<file path="src/rtl/axis_variable_pkg.sv">
// Shared constants and helpers for the variable stream source/sink blocks.
package axis_variable_pkg;

    localparam int unsigned AVG_LOG2_MAX   = 8;
    localparam int unsigned DATA_WIDTH_MAX = 64;
    localparam int unsigned SEXT_WIDTH     = DATA_WIDTH_MAX + AVG_LOG2_MAX;

    function automatic int unsigned acc_width(input int unsigned w, input int unsigned l);
        return w + l;
    endfunction

    // Sign-extends the low w bits of d across the full helper width.
    function automatic logic [SEXT_WIDTH-1:0] sext(input logic [SEXT_WIDTH-1:0] d,
                                                   input int unsigned          w);
        logic signed [SEXT_WIDTH-1:0] t;
        t = $signed(d << (SEXT_WIDTH - w));
        return t >>> (SEXT_WIDTH - w);
    endfunction

endpackage

</file>
<file path="src/rtl/axis_block_avg.sv">
// Block averager: sums 2^AVG_LOG2 accepted samples and emits the floor-shifted mean.
module axis_block_avg
    import axis_variable_pkg::*;
#(
    parameter int unsigned DATA_WIDTH = 32,
    parameter int unsigned AVG_LOG2   = 0
) (
    input  logic                  clk_i,
    input  logic                  rst_ni,
    input  logic                  in_valid_i,
    input  logic [DATA_WIDTH-1:0] in_data_i,
    input  logic                  clear_i,
    output logic                  out_valid_o,
    output logic [DATA_WIDTH-1:0] out_data_o
);

    localparam int unsigned AW = acc_width(DATA_WIDTH, AVG_LOG2);

    logic signed [AW-1:0] sample;
    logic signed [AW-1:0] sum;
    logic signed [AW-1:0] acc_q, acc_d;
    logic                 last;

    assign sample = $signed(AW'(sext(SEXT_WIDTH'(in_data_i), DATA_WIDTH)));
    assign sum    = acc_q + sample;

    if (AVG_LOG2 == 0) begin : g_pass
        assign last = 1'b1;
    end else begin : g_cnt
        logic [AVG_LOG2-1:0] cnt_q, cnt_d;

        always_comb begin
            cnt_d = cnt_q;
            if (clear_i) begin
                cnt_d = '0;
            end else if (in_valid_i) begin
                cnt_d = cnt_q + AVG_LOG2'(1);
            end
        end

        always_ff @(posedge clk_i) begin
            if (!rst_ni) begin
                cnt_q <= '0;
            end else begin
                cnt_q <= cnt_d;
            end
        end

        assign last = &cnt_q;
    end

    always_comb begin
        acc_d = acc_q;
        if (clear_i || (in_valid_i && last)) begin
            acc_d = '0;
        end else if (in_valid_i) begin
            acc_d = sum;
        end
    end

    always_ff @(posedge clk_i) begin
        if (!rst_ni) begin
            acc_q <= '0;
        end else begin
            acc_q <= acc_d;
        end
    end

    // A beat arriving with clear is swallowed, so it never completes a block.
    assign out_valid_o = in_valid_i & last & ~clear_i;
    assign out_data_o  = DATA_WIDTH'(sum >>> AVG_LOG2);

endmodule

</file>
<file path="src/rtl/axis_variable_sink.sv">
// AXI4-Stream sink that latches each beat (or block average) into a register word.
module axis_variable_sink
    import axis_variable_pkg::*;
#(
    parameter int unsigned AXIS_TDATA_WIDTH = 32,
    parameter int unsigned AVG_LOG2         = 0,
    parameter int unsigned COUNT_WIDTH      = 32
) (
    input  logic                        aclk,
    input  logic                        aresetn,
    input  logic [AXIS_TDATA_WIDTH-1:0] s_axis_tdata,
    input  logic                        s_axis_tvalid,
    output logic                        s_axis_tready,
    input  logic                        hold,
    input  logic                        clear,
    output logic [AXIS_TDATA_WIDTH-1:0] data_out,
    output logic                        data_updated,
    output logic [COUNT_WIDTH-1:0]      sample_count
);

    if (AVG_LOG2 > AVG_LOG2_MAX) begin : g_avg_log2_check
        $error("axis_variable_sink: AVG_LOG2 exceeds AVG_LOG2_MAX");
    end

    if (AXIS_TDATA_WIDTH > DATA_WIDTH_MAX) begin : g_width_check
        $error("axis_variable_sink: AXIS_TDATA_WIDTH exceeds DATA_WIDTH_MAX");
    end

    logic                        tready_q, tready_d;
    logic [AXIS_TDATA_WIDTH-1:0] data_q, data_d;
    logic                        upd_q, upd_d;
    logic [COUNT_WIDTH-1:0]      count_q, count_d;

    logic                        accept;
    logic                        blk_valid;
    logic [AXIS_TDATA_WIDTH-1:0] blk_data;

    assign accept = s_axis_tvalid & tready_q;

    axis_block_avg #(
        .DATA_WIDTH (AXIS_TDATA_WIDTH),
        .AVG_LOG2   (AVG_LOG2)
    ) u_block_avg (
        .clk_i       (aclk),
        .rst_ni      (aresetn),
        .in_valid_i  (accept),
        .in_data_i   (s_axis_tdata),
        .clear_i     (clear),
        .out_valid_o (blk_valid),
        .out_data_o  (blk_data)
    );

    always_comb begin
        tready_d = ~hold;
        data_d   = data_q;
        upd_d    = blk_valid;
        count_d  = count_q;
        if (clear) begin
            count_d = '0;
        end else if (blk_valid) begin
            data_d  = blk_data;
            count_d = count_q + COUNT_WIDTH'(1);
        end
    end

    always_ff @(posedge aclk) begin
        if (!aresetn) begin
            tready_q <= 1'b0;
            data_q   <= '0;
            upd_q    <= 1'b0;
            count_q  <= '0;
        end else begin
            tready_q <= tready_d;
            data_q   <= data_d;
            upd_q    <= upd_d;
            count_q  <= count_d;
        end
    end

    assign s_axis_tready = tready_q;
    assign data_out      = data_q;
    assign data_updated  = upd_q;
    assign sample_count  = count_q;

endmodule

</file>
<file path="config.mk">
export PLATFORM = sky130hd
export DESIGN_NAME = axis_variable_sink
export DESIGN_NICKNAME = d
export VERILOG_FILES = /design/src/rtl/axis_variable_pkg.sv /design/src/rtl/axis_block_avg.sv /design/src/rtl/axis_variable_sink.sv
export SDC_FILE = /design/constraint.sdc
export NUM_CORES = 1
export LEC_CHECK = 0
export ABC_AREA = 1
export CAP_MARGIN = 10
export CORE_UTILIZATION = 35
export DETAILED_ROUTE_END_ITERATION = 8
export HOLD_SLACK_MARGIN = 0.12
export SLEW_MARGIN = 20
export SYNTH_ARGS = -nofsm -noshare
export SYNTH_HDL_FRONTEND = slang
export SYNTH_SLANG_ARGS = --single-unit
</file>
<file path="constraint.sdc">
create_clock -name aclk -period 3 [get_ports aclk]
set_clock_uncertainty 0.15 [all_clocks]
set_input_delay 0.9 -clock aclk [delete_from_list [all_inputs] [get_ports aclk]]
set_output_delay 0.9 -clock aclk [all_outputs]
set_load 0.005 [all_outputs]
</file>
==> results.md <==
* Port buffer count at roughly 100
* Via density at approximately 4.4
* Crit path kind: in2reg
* Placed inst area at ~7900 µm²
* Post-Syn Instances at roughly 1100
* Switching Share at between 20% and 30%
* R2R depth at 11
* CTS Buf Count at 9
* Placed cells at ~1400
* Leakage at between 3 and 4 nW
* Avg Inst Size Synth at around 5.9 µm²
* Mapped Area at 6280 µm²
* Critical Path End Type: flop
* Synthesized Nets at 1126
* Yosys top cell by area: dfxtp_1
* Iteration-0 DRC count of the detailed router at between 300 and 400
* Worst-path fanout max at 4
* Worst-path clk slew at ~70 ps
* Post-synthesis compound-gate area fraction at 6.34%
* Ys async rst share at 0%
* HPWL Detailed at 14000 µm
* Most common cell in the netlist: nand2_1
* Total die area at 18500 µm²
* Simple-gate share of the synthesized area at a little under two fifths
* # H-tree levels at 3
* Cell area after layout at around 8200 µm²
* Root buffer cell: clkbuf_16
* Top cell type's share of synthesized area at between 30% and 40%
* Met2 wire length at 7830 µm
* Net switching power at approximately 0.00072 W
* Hold EP: u_block_avg.acc_q[27]$_SDFFE_PP0P_
* Critical Path AT at 2840 ps
* Top post-synthesis cells by area: dfxtp_1, nand2_1, inv_1
* FMAX at about 370 MHz
* Capture point of the worst reg-to-reg path: data_out[27]$_SDFFE_PN0P_
* Fin. Hold Viols at 0
* Worst Hold Class: reg2reg
* Final Wtd Congestion at approximately 0.89
* Final wirelength at 17200 µm
* Synthesized flop and latch total at roughly 100
* RSZ-0062 raised after global routing: no
* Post-DR wirelength/cell at around 12 µm
* Post-cts sizing count at 0
* PwrDens at about 350 nW/µm²
* Worst-margin pin slew at 506 ps
* Area added between synthesis and finish at 30.9%
* Worst Setup Start Kind: primary input
* Tmin final at 2730 ps
* Hold Path Stages at 2
* IR drop worst, VDD at ~0.29 mV
* Pin count of the biggest net entering global routing at 34
* Routed via count at roughly 6300
* Number of diodes at 0
* Horiz. Die Dim at between 100 and 150 µm
* Main synth FF type: dfxtp_1
* Synth cell types at 28
* Worst EP required at 3110 ps
* Remaining DRCs at 0
* Core Area at 17400 µm²
* Worst rel slew slack at between 60% and 70%
* Drt pass-1 iters at 7
* First-pass GRT wire length at 28100 µm
* Worst setup margin at 266 ps
* Std-Cell Rows at 48
* Adder-cell share of the synthesized area at around 6.7%
* Total of max-cap violations at 0
* Post-synthesis mux area share at 0%
* Number of global-route vias before repair at between 5000 and 6000
* TritonCTS clock tree: yes
* Register area share after synthesis at 31.3%
* Outcome: finished clean
* Dpl ws at -108 ps
* Footprint of the multi-input gates at between 3000 and 4000 µm²
* Post-DRT Antenna Nets at 0
* Met3 Wirelength at around 640 µm
* GRT Total Usage at ~20%
* Final setup viols at 0
* Synth Area in XOR/XNOR at 3.49%
* Initial antenna violation count at 0
* Comb power frac at just over 10%
* Largest family of logic cells by synthesized area: simple AND/OR/NAND/NOR gates
* Synth warnings at 0
* Top routing layer used: met4
* Top post-synthesis cells by count: nand2_1, inv_1, nor2_1
* Filler cells at approximately 1900
* Post-CTS Setup Bufs at 0
* FF-to-FF Start: u_block_avg.acc_q[11]$_SDFFE_PP0P_
* Worst-Skew Late Latency at roughly 360 ps
* Part of the power in registers at 46.8%
* Cts hold-fix bufs at 0
* Nets@finish at ~1300
* CTS sink cnt at between 90 and 100
* Flop2flop setup slack at between 900 and 1000 ps
* Grt total ovfl at 0
* Register Area at ~2000 µm²
* Worst hold start: u_block_avg.acc_q[27]$_SDFFE_PP0P_
* Tcrit/Tclk final at 91.1%
* Clock network fraction of total power at a little over two fifths
* DRT met1 WL at about 8500 µm
* Fin cells at 1435
* Initial Util at a little over a third
* Cell-internal power at ~0.0021 W
* I/O Pins at a little over 100
* Vert. Die Dim at between 100 and 150 µm
* Post-synth EDFFs at 0
* Layout cells sized above 1 at 6.61%
* Final Max Tran Viols at 0
* Longest Clk Path Bufs at 2
==> cells by family after synthesis <==
group           count (synthesis)
compound gates                 77
xor+xnor                       25
flops                          98
buf+inv                       231
simple gates                  592
fa+ha+maj                      33
==> metrics by stage <==
step | hold slack [ps] | utilization [%] | setup TNS (ps) | power, W
after detailed placement | 271 | 45.4 | -756 | 0.00165
after floorplan | 262 | - | 0 | 0.00149
after CTS | 282 | 47.2 | 0 | 0.00286
final | 280 | 47.2 | 0 | 0.00284
after global routing | 293 | 47.2 | 0 | 0.00296
after global placement | 268 | 45.4 | -546 | 0.00165
==> sequential cells by signal, summed over array words and instances, names as in the netlist <==
name	flops
u_block_avg.acc_q	32
data_out	32
s_axis_tready	1
data_updated	1
sample_count	32
==> routing by layer <==
metal  track usage, %  vias up
met4             5.43        0
met5                0        -
met1             25.4     2712
met3             3.24       18
li1                 -     3482
met2             33.0      125
==> power by group through the flow <==
stage                     logic, W  registers, W  clock network, W
final                     0.000293       0.00133           0.00122
after global routing      0.000326       0.00133           0.00131
after CTS                 0.000296       0.00133           0.00124
after detailed placement  0.000293       0.00136                 0
after global placement    0.000294       0.00136                 0
after floorplan           0.000132       0.00136                 0
==> how the worst max path moves through the flow <==
stage                           from  depth (start not counted)                   endpoint  slack (ps)
floorplan            s_axis_tdata[0]                         12  data_out[20]$_SDFFE_PN0P_         470
global placement     s_axis_tdata[0]                         13  data_out[28]$_SDFFE_PN0P_         -80
detailed placement   s_axis_tdata[0]                         13  data_out[28]$_SDFFE_PN0P_        -110
CTS                  s_axis_tdata[0]                         13  data_out[28]$_SDFFE_PN0P_         270
global route         s_axis_tdata[0]                         13  data_out[20]$_SDFFE_PN0P_          50
finish              s_axis_tdata[11]                         12  data_out[27]$_SDFFE_PN0P_         270
==> worst max-delay path, stage by stage <==
cell and delay (ps):
clkdlybuf4s50_1 420, ha_1 380, nand2_1 90, nor2_1 270
buf_4 170, nand2_1 70, nor3_1 160, nand2_1 110
nand3_1 100, nand3_1 80, nand2_1 60, inv_1 40
==> layout make-up <==
class                      count  area share [%]
clock buffer                  10            2.79
clock inverter                 6           0.914
multi-input combinational    727            41.9
inverter                     215            9.82
sequential                    98            23.9
tap                          225            3.43
timing repair buffer         154            17.3
==> placed cells by master (no fill, tap or decap), drive strengths merged <==
master / Yosys / routed
a21o: 1 / 1
a21oi: 40 / 40
and2: 1 / 1
and3: 1 / 1
buf: 7 / 52
bufinv: 0 / 1
clkbuf: 9 / 10
clkdlybuf4s50: 0 / 102
clkinv: 0 / 2
clkinvlp: 0 / 1
dfxtp: 98 / 98
fa: 1 / 1
ha: 32 / 32
inv: 215 / 217
nand2: 321 / 321
nand3: 54 / 54
nand4: 7 / 7
nor2: 181 / 181
nor3: 23 / 23
nor3b: 3 / 3
nor4: 1 / 1
o21ai: 32 / 32
o21bai: 4 / 4
xnor2: 5 / 5
xor2: 20 / 20
(Power assumes the default switching activity.)
==> variant 1: new RTL, same flow settings <==
Change the parameter `AXIS_TDATA_WIDTH` from 32 to 64.
--- a/src/rtl/axis_variable_sink.sv
+++ b/src/rtl/axis_variable_sink.sv
@@ -2,7 +2,7 @@
 module axis_variable_sink
     import axis_variable_pkg::*;
 #(
-    parameter int unsigned AXIS_TDATA_WIDTH = 32,
+    parameter int unsigned AXIS_TDATA_WIDTH = 64,
     parameter int unsigned AVG_LOG2         = 0,
     parameter int unsigned COUNT_WIDTH      = 32
 ) (
Interface: changed (resized data_out and s_axis_tdata); port bits go from 103 to 167. The function was not compared with the original's and may differ.
==> variant 1 against the unedited design <==
- first-iteration DRC count rose by 130%
- synthesized area increased by 88%
- design area increased by 94%
- power up 83%
- setup slack lost 0.15 ns
- wire length grew 140%
- sequential cell count increased by 64
- count of clock-buffer cells in the layout is 7 higher
- critical path type unchanged
- largest power group is now clock
==> variant 1: results <==
global_routing:
  grt_pass1_wl_um: 64900
  grt_max_degree: 62
  grt_pass1_vias: 11989
placed_design:
  postPlaceCellArea_mm2: 0.0153
  dp.final_hpwl_um: 35200
  gp_congestion: 0.927
  port_buffers: 166
setup_path:
  worstPathArrival_ns: 3.10
  critPathMaxFanout: 3
route:
  dr.first_iter.drc_count: 705
  vias: 12752
  drt_pass1_iterations: 5
power:
  power_density_mw_per_mm2: 325
  peakVddDrop_mv: 0.400
  leakage_uw: 0.00854
layout:
  fin_cells: 2881
  drive_gt1_frac: 0.105
  fin_nets: 2560
  fillers: 3606
logic_synthesis:
  synth_top_cells_by_area: "dfxtp_1 (27%), nand2_1 (22%), inv_1 (16%), nor2_1 (10%), ha_1 (6.8%)"
  synthCells: 2098
  synth_nets: 2232
  synth_area_per_cell_um2: 5.63
clock_network:
  h-tree-depth: 4
  numCtsBuffers: 17
status:
  run_status: "finished, final reports clean"
-- variant 1: cell count changes in the layout (fill, tap and decap cells not counted), sizes merged, moves of 7 or more --
cell,before,now
a21oi,40,59
buf,52,176
clkbuf,10,17
clkdlybuf4s50,102,166
dfxtp,98,162
ha,32,64
inv,217,510
nand2,321,693
nand3,54,95
nand4,7,17
nor2,181,328
nor3,23,34
o21ai,32,47
xor2,20,34
-- variant 1: path summary, 6_finish.rpt --
| kind | start | endpoint | slack [ns] | depth (start not counted) |
|---|---|---|---|---|
| worst min register to register | u_block_avg.acc_q[56] | u_block_avg.acc_q[56] | 0.28 | 2 |
| worst min-delay path | u_block_avg.acc_q[56] | u_block_avg.acc_q[56] | 0.28 | 2 |
| worst max register to register | u_block_avg.acc_q[19] | data_out[58] | 0.69 | 16 |
| worst max-delay path | s_axis_tdata[19] | data_out[58] | 0.11 | 17 |
-- variant 1: power by group --
part | switching (uW) | internal, uW | leakage (uW)
clock | 1080 | 1270 | 0.000292
sequential | 22.7 | 2180 | 0.00131
combinational | 326 | 313 | 0.00693
total | 1420 | 3760 | 0.00854
-- variant 1: layout make-up --
| cell class | instances | area share |
|---|---|---|
| clock buffers | 17 | 0.0267 |
| clock inverters | 15 | 0.0121 |
| inverters | 505 | 0.119 |
| multi-input cells | 1398 | 0.413 |
| flip-flops and latches | 162 | 0.204 |
| well taps | 442 | 0.0347 |
| repair buffers | 342 | 0.190 |
-- variant 1: cell families after synthesis --
family | Yosys count | share of synthesized area
xor gates and xnor gates | 42 | 0.0312
DFF | 162 | 0.275
and+or+nand+nor | 1174 | 0.401
AOI/OAI and AO/OA | 117 | 0.0521
buffers and inverters | 538 | 0.172
adders and majority gates | 65 | 0.0695
-- variant 1: worst max-delay path, cell delays in order --
cell and delay (ns):
clkdlybuf4s50_1 0.42, ha_1 0.34, buf_4 0.17, nand2_1 0.06, nand2_1 0.05, nand2_1 0.06, nand2_1 0.08, nand2_1 0.07
nand2_1 0.14, a21oi_1 0.20, nand2_2 0.16, nand2_1 0.16, nand2_1 0.07, nand2_1 0.06, nand3_1 0.07, nand2_1 0.06
inv_1 0.03
-- variant 1: metal layers --
metal,up-vias,GRT usage,routed length [um]
li1,6832,-,-
met1,5593,0.355,21100
met2,301,0.396,18300
met3,26,0.0385,2080
met4,0,0.0557,490
met5,-,0,0
-- variant 1: metrics by stage --
step | worst slack [ns] | power, uW
2_1_floorplan | 0.284 | 2510
3_3_place_gp | -0.376 | 2890
3_5_place_dp | -0.396 | 2890
4_1_cts | 0.0852 | 5250
5_1_grt | -0.00611 | 5400
6_report | 0.113 | 5180
==> variant 2: new RTL, config.mk and constraints unchanged <==
Made on the original files. Make the reset (`aresetn` and `rst_ni`) asynchronous in 3 clocked blocks.
--- a/src/rtl/axis_block_avg.sv
+++ b/src/rtl/axis_block_avg.sv
@@ -38,7 +38,7 @@
             end
         end
 
-        always_ff @(posedge clk_i) begin
+        always_ff @(posedge clk_i or negedge rst_ni) begin
             if (!rst_ni) begin
                 cnt_q <= '0;
             end else begin
@@ -58,7 +58,7 @@
         end
     end
 
-    always_ff @(posedge clk_i) begin
+    always_ff @(posedge clk_i or negedge rst_ni) begin
         if (!rst_ni) begin
             acc_q <= '0;
         end else begin
--- a/src/rtl/axis_variable_sink.sv
+++ b/src/rtl/axis_variable_sink.sv
@@ -63,7 +63,7 @@
         end
     end
 
-    always_ff @(posedge aclk) begin
+    always_ff @(posedge aclk or negedge aresetn) begin
         if (!aresetn) begin
             tready_q <= 1'b0;
             data_q   <= '0;
Function: differs if aresetn is asserted again (counterexample within 4 cycles, from zero or initial values and one cycle with aresetn low); with aresetn held inactive, the same outputs for 10 cycles.
==> variant 2 against the unedited design <==
- the flow now finishes with violations (DRC)
- wire length rose by 6.6%
- synthesized area rose by 4.7%
- design area grew 2.6%
- count of clock-buffer cells in the layout unchanged
- sequential cell count unchanged
- first-iteration DRC count up 17%
- combinational power rose by 61%
- sequential power up 8%
- setup slack better by 0.030 ns
- power up 9.8%
- critical endpoint is now data_out[20]
- largest cell class unchanged
- largest power group unchanged
==> variant 2: results <==
route:
  dr.first_iter.drc_count: 359
  vias: 6358
  drc: 4
  wl_per_cell_um: 13.4
setup_path:
  reg2reg_to: "data_out[20]"
  slowest_stage: "fa_1"
  r2r_cells: 10
  r2r_start: "u_block_avg.acc_q[0]"
  reg2reg_slack_ns: 0.88
placed_design:
  numPlacedInstances: 1346
  gp_congestion: 0.930
worst_hold_path:
  min_from: "data_out[0]"
logic_synthesis:
  synthTopCellsByCount: "nand2_1 (339), inv_1 (183), nor2_1 (105)"
  synth-async-reset-ratio: 1.00
  synth_nets: 1063
  synth_top_cells_by_area: "dfrtp_1 (37%), nand2_1 (19%), inv_1 (10%), ha_1 (6.1%), nor2_1 (6.0%)"
  synth-seq-area-share: 0.373
layout:
  buffer_area_frac: 0.157
  multi_input_area_share: 0.398
  fillers: 1930
  fin_nets: 1198
timing:
  whs_ns: 0.324
power:
  p_comb_frac: 0.151
  swShare: 0.261
global_routing:
  grt_max_degree: 62
  grt.total_usage: 0.200
status:
  violations: "DRC"
  run_status: "finished, violations left"
[variant 2: cell count changes in the layout (fill, tap and decap cells not counted), sizes merged, moves of 5 or more]
cell    before  now
nor2       181  110
dfrtp        0   98
nand3       54   71
dfxtp       98    0
xor2        20    2
nand4        7   16
xnor2        5   15
inv        217  190
nand3b       0    5
buf         52   37
a21oi       40   30
nand2      321  343
[variant 2: cells by family after synthesis]
family | after synthesis | synth area share
AO/OA/AOI/OAI | 72 | 0.0607
XOR/XNOR | 17 | 0.0227
adder cells (fa/ha/maj) | 33 | 0.0640
buffers and inverters | 203 | 0.116
flip-flops | 98 | 0.373
AND/OR/NAND/NOR | 570 | 0.363
[variant 2: worst max-delay path by stage]
stage | start | end | slack, ns | cells after the start
2_1_floorplan | s_axis_tdata[0] | data_out[28] | 0.49 | 10
3_3_place_gp | s_axis_tdata[0] | data_out[18] | -0.09 | 10
3_5_place_dp | s_axis_tdata[0] | data_out[20] | -0.07 | 11
4_1_cts | s_axis_tdata[0] | data_out[20] | 0.30 | 11
5_1_grt | s_axis_tdata[0] | data_out[20] | 0.13 | 11
6_report | s_axis_tdata[0] | data_out[20] | 0.30 | 11
[variant 2: through the flow]
stage,instance area [um^2],utilization,setup TNS (ns),total power [uW],worst slack (ns)
after floorplan,6570,-,0,1630,0.493
after global placement,8130,0.447,-0.278,1940,-0.0919
after detailed placement,8130,0.447,-0.429,1940,-0.0708
after CTS,8430,0.463,0,3160,0.297
after global routing,8430,0.463,0,3270,0.132
final,8430,0.463,0,3120,0.296
[variant 2: layer usage]
layer | up-vias | track usage | part of all wire
met4 | 0 | 0.0579 | 0.018
met5 | - | 0 | 0
met3 | 26 | 0.0401 | 0.036
met1 | 2870 | 0.262 | 0.48
met2 | 127 | 0.332 | 0.47
li1 | 3335 | - | -
